$ cat config.mk
export PLATFORM = sky130hd
export DESIGN_NAME = int_controller
export DESIGN_NICKNAME = d
export VERILOG_FILES = /design/src/rtl/int_controller.sv
export SDC_FILE = /design/constraint.sdc
export NUM_CORES = 1
export LEC_CHECK = 0
export CORE_MARGIN = 3
export CORE_UTILIZATION = 52
export CTS_CLUSTER_DIAMETER = 30
export CTS_CLUSTER_SIZE = 16
export DETAILED_ROUTE_END_ITERATION = 8
export HOLD_SLACK_MARGIN = 0.06
export PLACE_DENSITY = 0.79
export SYNTH_ARGS = -nofsm -noshare
export SYNTH_HDL_FRONTEND = slang
export SYNTH_SLANG_ARGS = --single-unit
$ cat constraint.sdc
create_clock -name clk -period 3 [get_ports clk]
set_input_delay 0.45 -clock clk [delete_from_list [all_inputs] [get_ports clk]]
set_output_delay 0.45 -clock clk [all_outputs]
set_load 0.05 [all_outputs]
$ cat src/rtl/int_controller.sv
`default_nettype none
// +----------------------------------------------------------------------------+
// | Module   : int_controller                                                  |
// | Purpose  : Prioritised, maskable interrupt controller. Edge-detects        |
// |            peripheral lines into a pending register, presents one request  |
// |            with its handler vector, and tracks it until end-of-interrupt.  |
// | Options  : INT_ROTATE_PRI_EN - rotating priority (default: fixed, id 0     |
// |            highest).                                                       |
// | Revision : 1.0 - initial release                                           |
// +----------------------------------------------------------------------------+
module int_controller #(
  parameter int NUM_IRQ   = 8,
  parameter int VEC_SHIFT = 2,
  parameter int DATA_W    = 16
) (
  input  logic                clk,
  input  logic                rst,
  input  logic [NUM_IRQ-1:0]  i_irq_in,
  input  logic                i_cfg_we,
  input  logic                i_cfg_re,
  input  logic [1:0]          i_cfg_addr,
  input  logic [DATA_W-1:0]   i_cfg_wdata,
  output logic [DATA_W-1:0]   o_cfg_rdata,
  output logic                o_int_req,
  output logic [DATA_W-1:0]   o_int_vector,
  input  logic                i_int_ack,
  input  logic                i_int_eoi
);

  typedef enum logic [1:0] {
    ST_IDLE    = 2'd0,
    ST_REQ     = 2'd1,
    ST_SERVICE = 2'd2
  } state_t;

  localparam logic [1:0] c_ADDR_MASK    = 2'd0;
  localparam logic [1:0] c_ADDR_PENDING = 2'd1;
  localparam logic [1:0] c_ADDR_BASE    = 2'd2;

  state_t              r_state;
  state_t              w_state_next;
  logic [NUM_IRQ-1:0]  r_mask;
  logic [NUM_IRQ-1:0]  r_pending;
  logic [NUM_IRQ-1:0]  r_irq_prev;
  logic [DATA_W-1:0]   r_base;
  logic [2:0]          r_sel_id;
  logic [DATA_W-1:0]   r_vector;
  logic [DATA_W-1:0]   r_rdata;

  logic [NUM_IRQ-1:0]  w_edge;
  logic [NUM_IRQ-1:0]  w_active;
  logic [NUM_IRQ-1:0]  w_pending_next;
  logic [7:0]          w_sel_onehot;
  logic                w_win_valid;
  logic [2:0]          w_win_id;
  logic                w_latch;
  logic                w_take;
  logic [DATA_W-1:0]   w_rdata_sel;
  logic [5:0]          w_status;

  assign w_edge   = i_irq_in & ~r_irq_prev;
  assign w_active = r_pending & ~r_mask;

`ifdef INT_ROTATE_PRI_EN
  logic [2:0] r_ptr;
  logic [7:0] w_act8;
  logic [3:0] w_ptr_inc;

  assign w_act8    = 8'(w_active);
  assign w_ptr_inc = {1'b0, r_sel_id} + 4'd1;

  // Rotating arbiter: scan downward from the farthest offset so the closest to r_ptr wins
  always_comb begin
    logic [3:0] v_idx;
    w_win_valid = 1'b0;
    w_win_id    = 3'd0;
    v_idx       = 4'd0;
    for (int i = NUM_IRQ - 1; i >= 0; i--) begin
      v_idx = {1'b0, r_ptr} + 4'(i);
      if (v_idx >= 4'(NUM_IRQ)) v_idx = v_idx - 4'(NUM_IRQ);
      if (w_act8[v_idx[2:0]]) begin
        w_win_valid = 1'b1;
        w_win_id    = v_idx[2:0];
      end
    end
  end

  // Priority pointer moves to the line just after the one taken
  always_ff @(posedge clk) begin
    if (rst) begin
      r_ptr <= 3'd0;
    end else if (w_take) begin
      r_ptr <= (w_ptr_inc >= 4'(NUM_IRQ)) ? 3'd0 : w_ptr_inc[2:0];
    end
  end
`else
  // Fixed arbiter: lowest-numbered unmasked pending line wins
  always_comb begin
    w_win_valid = 1'b0;
    w_win_id    = 3'd0;
    for (int i = NUM_IRQ - 1; i >= 0; i--) begin
      if (w_active[i]) begin
        w_win_valid = 1'b1;
        w_win_id    = 3'(i);
      end
    end
  end
`endif

  // Next-state and handshake qualifiers; ack/eoi only act in their own state
  always_comb begin
    w_state_next = r_state;
    w_latch      = 1'b0;
    w_take       = 1'b0;
    case (r_state)
      ST_IDLE: begin
        if (w_win_valid) begin
          w_latch      = 1'b1;
          w_state_next = ST_REQ;
        end
      end
      ST_REQ: begin
        if (i_int_ack) begin
          w_take       = 1'b1;
          w_state_next = ST_SERVICE;
        end
      end
      ST_SERVICE: begin
        if (i_int_eoi) w_state_next = ST_IDLE;
      end
      default: w_state_next = ST_IDLE;
    endcase
  end

  assign w_sel_onehot = 8'd1 << r_sel_id;

  // Pending update: W1C and ack clear first, then new edges set so a same-cycle edge wins
  always_comb begin
    w_pending_next = r_pending;
    if (i_cfg_we && (i_cfg_addr == c_ADDR_PENDING))
      w_pending_next = w_pending_next & ~i_cfg_wdata[NUM_IRQ-1:0];
    if (w_take)
      w_pending_next = w_pending_next & ~w_sel_onehot[NUM_IRQ-1:0];
    w_pending_next = w_pending_next | w_edge;
  end

  assign w_status = {(r_state == ST_SERVICE), r_state, r_sel_id};

  // Config read mux; unused high bits are zero-extended
  always_comb begin
    case (i_cfg_addr)
      c_ADDR_MASK:    w_rdata_sel = DATA_W'(r_mask);
      c_ADDR_PENDING: w_rdata_sel = DATA_W'(r_pending);
      c_ADDR_BASE:    w_rdata_sel = r_base;
      default:        w_rdata_sel = DATA_W'(w_status);
    endcase
  end

  // State register
  always_ff @(posedge clk) begin
    if (rst) r_state <= ST_IDLE;
    else     r_state <= w_state_next;
  end

  // Datapath registers: config, pending, edge history, selection and registered outputs
  always_ff @(posedge clk) begin
    if (rst) begin
      r_mask     <= '1;
      r_pending  <= '0;
      r_irq_prev <= '0;
      r_base     <= '0;
      r_sel_id   <= 3'd0;
      r_vector   <= '0;
      r_rdata    <= '0;
    end else begin
      r_irq_prev <= i_irq_in;
      r_pending  <= w_pending_next;
      if (i_cfg_we && (i_cfg_addr == c_ADDR_MASK)) r_mask <= i_cfg_wdata[NUM_IRQ-1:0];
      if (i_cfg_we && (i_cfg_addr == c_ADDR_BASE)) r_base <= i_cfg_wdata;
      if (i_cfg_re) r_rdata <= w_rdata_sel;
      // Vector is frozen at selection so it stays stable for the whole request
      if (w_latch) begin
        r_sel_id <= w_win_id;
        r_vector <= r_base + (DATA_W'(w_win_id) << VEC_SHIFT);
      end
    end
  end

  assign o_int_req    = (r_state == ST_REQ);
  assign o_int_vector = r_vector;
  assign o_cfg_rdata  = r_rdata;

endmodule
`default_nettype wire

======== Word-level counts from Yosys, hierarchy flattened ========
Index checks and enable logic that the tools add are counted.
storage, ports and cells
  logic and storage cells ................. 59
  output and inout bits ................... 33
  bits in registers ....................... 77
  input bits .............................. 32
operators by class
  equality and inequality tests ........... 7
  mux-type cells .......................... 27
  add/subtract/negate cells ............... 1
  bitwise operators ....................... 9
  reductions and logical operators ........ 6
  shift operators ......................... 1
operators with widths
  kind                   count
  $pmux W16 S3           1
  $and A8 B8 Y8          4
  $not A8 Y8             4
  $mux W3                8
  $add A16 B5 Y16        1
  $mux W8                2
  $mux W1                12
  $or A8 B8 Y8           1
  $shl A1 B3 Y8 const A  1
  $mux W2                3
  $pmux W2 S3            1
  $eq A2 B1 Y1 const B   2
  $eq A2 B2 Y1 const B   2
  $logic_not A2 Y1       2
  $ne A2 B2 Y1 const B   2
  $logic_and A1 B1 Y1    3
  $reduce_and A3 Y1      1
  $ne A2 B1 Y1 const B   1

======== Longest topological paths before layout ========
  depth in word-level cells ............... 12
  depth in mapped cells ................... 11
  mapped depth without buffers ............ 11

======== Worst setup path after synthesis ========
Ideal clock, no wire load.
  path kind ............................... reg2reg
  from .................................... register r_pending[6]
  to ...................................... register r_vector[12], in the netlist o_int_vector[12]
  path buffers ............................ 0
  clock period less this slack ............ 2,342 ps
  library setup time ...................... 143 ps
  path slack .............................. 658 ps
  arrival time ............................ 2,198 ps
  cell stages (with the launch flop) ...... 12
  required time ........................... 2,857 ps
  path through ............................ dfxtp_1 -> nor2b_1 -> o31a_1 -> o211ai_1 -> ha_1 -> inv_1 -> fa_1 -> nor2b_1 -> o211ai_1 -> nor2_1 -> xnor2_1 -> a211oi_2
between the ends
  elaborated cells on any way between the ends .. 18
  those cells by class .................... 1 x add/sub; 16 x mux; 1 x bitwise
RTL lines
  item                    RTL line  text
  start, declared         43        logic [NUM_IRQ-1:0] r_pending;
  start signal, assigned  177       r_pending <= w_pending_next;
  $and A8 B8 Y8           62        assign w_active = r_pending & ~r_mask;
  $mux W3 (7 in a row)    102       if (w_active[i]) begin
  via w_win_id[0]         55        logic [2:0] w_win_id;
  $add A16 B5 Y16         184       r_vector <= r_base + (DATA_W'(w_win_id) << VEC_SHIFT);
  end signal, assigned    184
  end, declared           47        logic [DATA_W-1:0] r_vector;
The timed path passes the listed nets, and every way through them passes these cells.
A chain may end at the register's enable or synchronous reset.

======== Worst setup path after layout ========
  from .................................... register r_pending[6]
  to ...................................... register r_vector[11], in the netlist o_int_vector[11]
Same word-level chain as after synthesis.

==> impl_metrics.yaml <==
logic_synthesis:
  synth_top_area_frac: 0.438
  synth_adder_area_share: 0.0163
  synthTopCellsByArea: "dfxtp_1 (44%), nand2_1 (5.3%), a21oi_1 (5.0%)"
  synth_top_family_by_area: "simple AND/OR/NAND/NOR gates"
  yosys.area_share.xor_xnor: 0.0298
  ys.flop_type: "dfxtp_1"
  syn_area_um2: 3520
  synth_compound_area_frac: 0.188
  async_reset_ff_frac: 0
  synthSimpleGateAreaFrac: 0.217
  synth_area_per_cell_um2: 9.17
  synthMuxAreaShare: 0.0622
  yosysWarnings: 0
  ys_ff_latch: 77
  syn-num-nets: 420
  synth-edff-count: 0
  syn_inst: 384
  seq_area_frac_synth: 0.438
  synth.distinct_cells: 47
  yosysTopAreaCell: "dfxtp_1"
placement:
  placed_cells: 510
  io_buffers: 64
  hpwl_um: 6010
  place.gp.congestion: 0.864
clock_tree:
  cts_tree: "done"
  cts_sinks: 77
  clockBufferDepth: 2
  cts_setup_buffers: 0
  holdBufCountCts: 0
  cts_resized: 0
  cts_buffers: 9
  htreeDepth: 3
  cts_root_buf: "clkbuf_8"
  clkTransAtPathRegs_ns: 0.08
  clock_latency_ns: 0.36
setup_path:
  crit_path_end_kind: "flip-flop"
  critical_path.max_stage_delay_ns: 0.46
  required_ns: 3.27
  critPathKind: "reg -> reg"
  cp_max_fo: 6
  critPathArrivalTime_ns: 2.94
  worstSetupStartpointType: "flip-flop"
  slowest_stage: "a21oi_1"
  cp_cell_sequence: "nor2b_1 > o211ai_1 > a31oi_1 > ha_1 > a21o_1 > a21oi_1 > nor2_1 > xnor2_1 > a211oi_2"
timing:
  worstMarginPinSlew_ns: 0.975
  fmax_mhz: 375
  finalSetupViolCount: 0
  fin_crit_sh: 0.888
  hold_viol_final: 0
  maxSlewHeadroom: 0.343
  finalWorstPathRequiredPeriod_ns: 2.67
  maxSlewViolCount: 0
  tns_ns: 0
  grt_setup_unrepaired: "no"
  finalClockSkew_ns: 0.0121
job:
  max_cap_violations: 0
drt:
  via_per_inst: 5.55
  drc: 0
  vias: 2921
  ant_nets: 0
  dr.first_iter.drc_count: 185
  wl_per_cell_um: 15.6
  drt-total-wl_um: 8190
  drtPass1Iterations: 4
floorplan:
  ios: 65
  die_w_um: 88.3
  core_area_um2: 6460
  fp.dieH_um: 88.3
  num_rows: 29
  die_area_um2: 7800
  start_util: 0.545
layout:
  fin_util: 0.681
  regArea_um2: 1540
  final_nets: 480
  drive_above_1_share: 0.105
  mostFrequentLayoutCell: "dfxtp_1"
  multiInputGateArea_um2: 1810
  area_delta_synth_final_pct: 24.8
  fillers: 520
  antennaDiodeCount: 0
  layout.cells.non_filler: 526
  final_cell_mix: "dfxtp_1 (77), clkdlybuf4s50_1 (63), nand2_1 (50)"
run_status:
  status: "finished, final reports clean"
global_routing:
  overflow: 0
  grt_usage: 0.228
  grt_max_degree: 36
  first_global_vias: 2874
  grt_pass1_wl_um: 13600
  antenna_found_initial: 0
power:
  p_leak_nw: 1.60
  peakVddDrop_mv: 0.291
  power_density_nw_per_um2: 552
min_path:
  worstHoldPathType: "reg -> reg"
-- layer usage --
metal,GRT usage,part of all wire
met4,0.115,0.022
met5,0,0
met1,0.291,0.45
met3,0.0410,0.050
met2,0.370,0.47
-- logic make-up after synthesis --
kind of cell	after synthesis
buffers and inverters	38
DFF	77
and+or+nand+nor	152
AOI/OAI and AO/OA	87
adders and majority gates	4
muxes	14
xor gates and xnor gates	12
-- Yosys cell counts (2+ instances only) --
| cell type | number |
|---|---|
| buf_2 | 5 |
| a31oi_1 | 2 |
| buf_1 | 3 |
| nand2_1 | 50 |
| a22o_1 | 3 |
| and4_1 | 2 |
| nand3b_1 | 2 |
| nand2b_2 | 2 |
| a21o_1 | 6 |
| a211oi_2 | 10 |
| inv_1 | 14 |
| xnor2_1 | 8 |
| nand2b_1 | 17 |
| ha_1 | 3 |
| o21ai_0 | 2 |
| dfxtp_1 | 77 |
| buf_6 | 2 |
| a211o_1 | 8 |
| a221oi_1 | 5 |
| a22oi_1 | 2 |
| nor2_1 | 33 |
| a21oi_1 | 35 |
| clkbuf_1 | 12 |
| a211oi_1 | 5 |
| o2111ai_1 | 2 |
| nand3_1 | 12 |
| mux4_2 | 5 |
| nor2b_1 | 25 |
| buf_4 | 2 |
| mux2i_1 | 8 |
| o211ai_1 | 3 |
| xor2_1 | 4 |
-- area by class of cell --
type                            instances  share of cell area
Timing Repair Buffer                   73               0.160
Inverter                               14              0.0120
Clock inverter                          4              0.0108
Sequential cell                        77               0.351
Multi-Input combinational cell        269               0.412
Clock buffer                           12              0.0330
Tap cell                               77              0.0219
-- power by group --
part           total [mW]  internal [mW]  leakage, nW  switching, mW
logic               0.503          0.206        0.872          0.297
clock network       0.780          0.405       0.0964          0.375
registers            1.14           1.09        0.631         0.0532
total                2.43           1.70         1.60          0.726
-- registers in the layout, summed over array words and instances (netlist names) --
register,flops
r_state,2
o_int_vector,16
r_base,16
r_mask,8
r_irq_prev,8
o_cfg_rdata,16
r_sel_id,3
r_pending,8
-- worst max-delay path, delay by kind of cell (launching register included) --
family          cells  cell delay [ns]
compound gates      5             1.30
xor+xnor            1             0.17
fa+ha+maj           1             0.29
flops               1             0.35
simple gates        2             0.46
-- through the flow --
step                power [mW]  hold slack [ns]  cell area, um^2  worst slack [ns]
detailed placement        1.67            0.438             4200             0.415
finish                    2.43            0.454             4400             0.335
floorplan                 1.50            0.430             3520             0.658
CTS                       2.44            0.457             4400             0.363
global route              2.53            0.476             4400            0.0583
global placement          1.66            0.432             4200             0.509
-- final timing paths --
path / startpoint / to / slack (ns) / cells past startpoint
worst max-delay path: r_pending[6] / o_int_vector[11] / 0.33 / 9
worst min-delay path: r_irq_prev[2] / r_pending[2] / 0.45 / 2
worst max register to register: r_pending[6] / o_int_vector[11] / 0.33 / 9
worst min register to register: r_irq_prev[2] / r_pending[2] / 0.45 / 2
No activity file was read; power rests on OpenSTA's default activity.
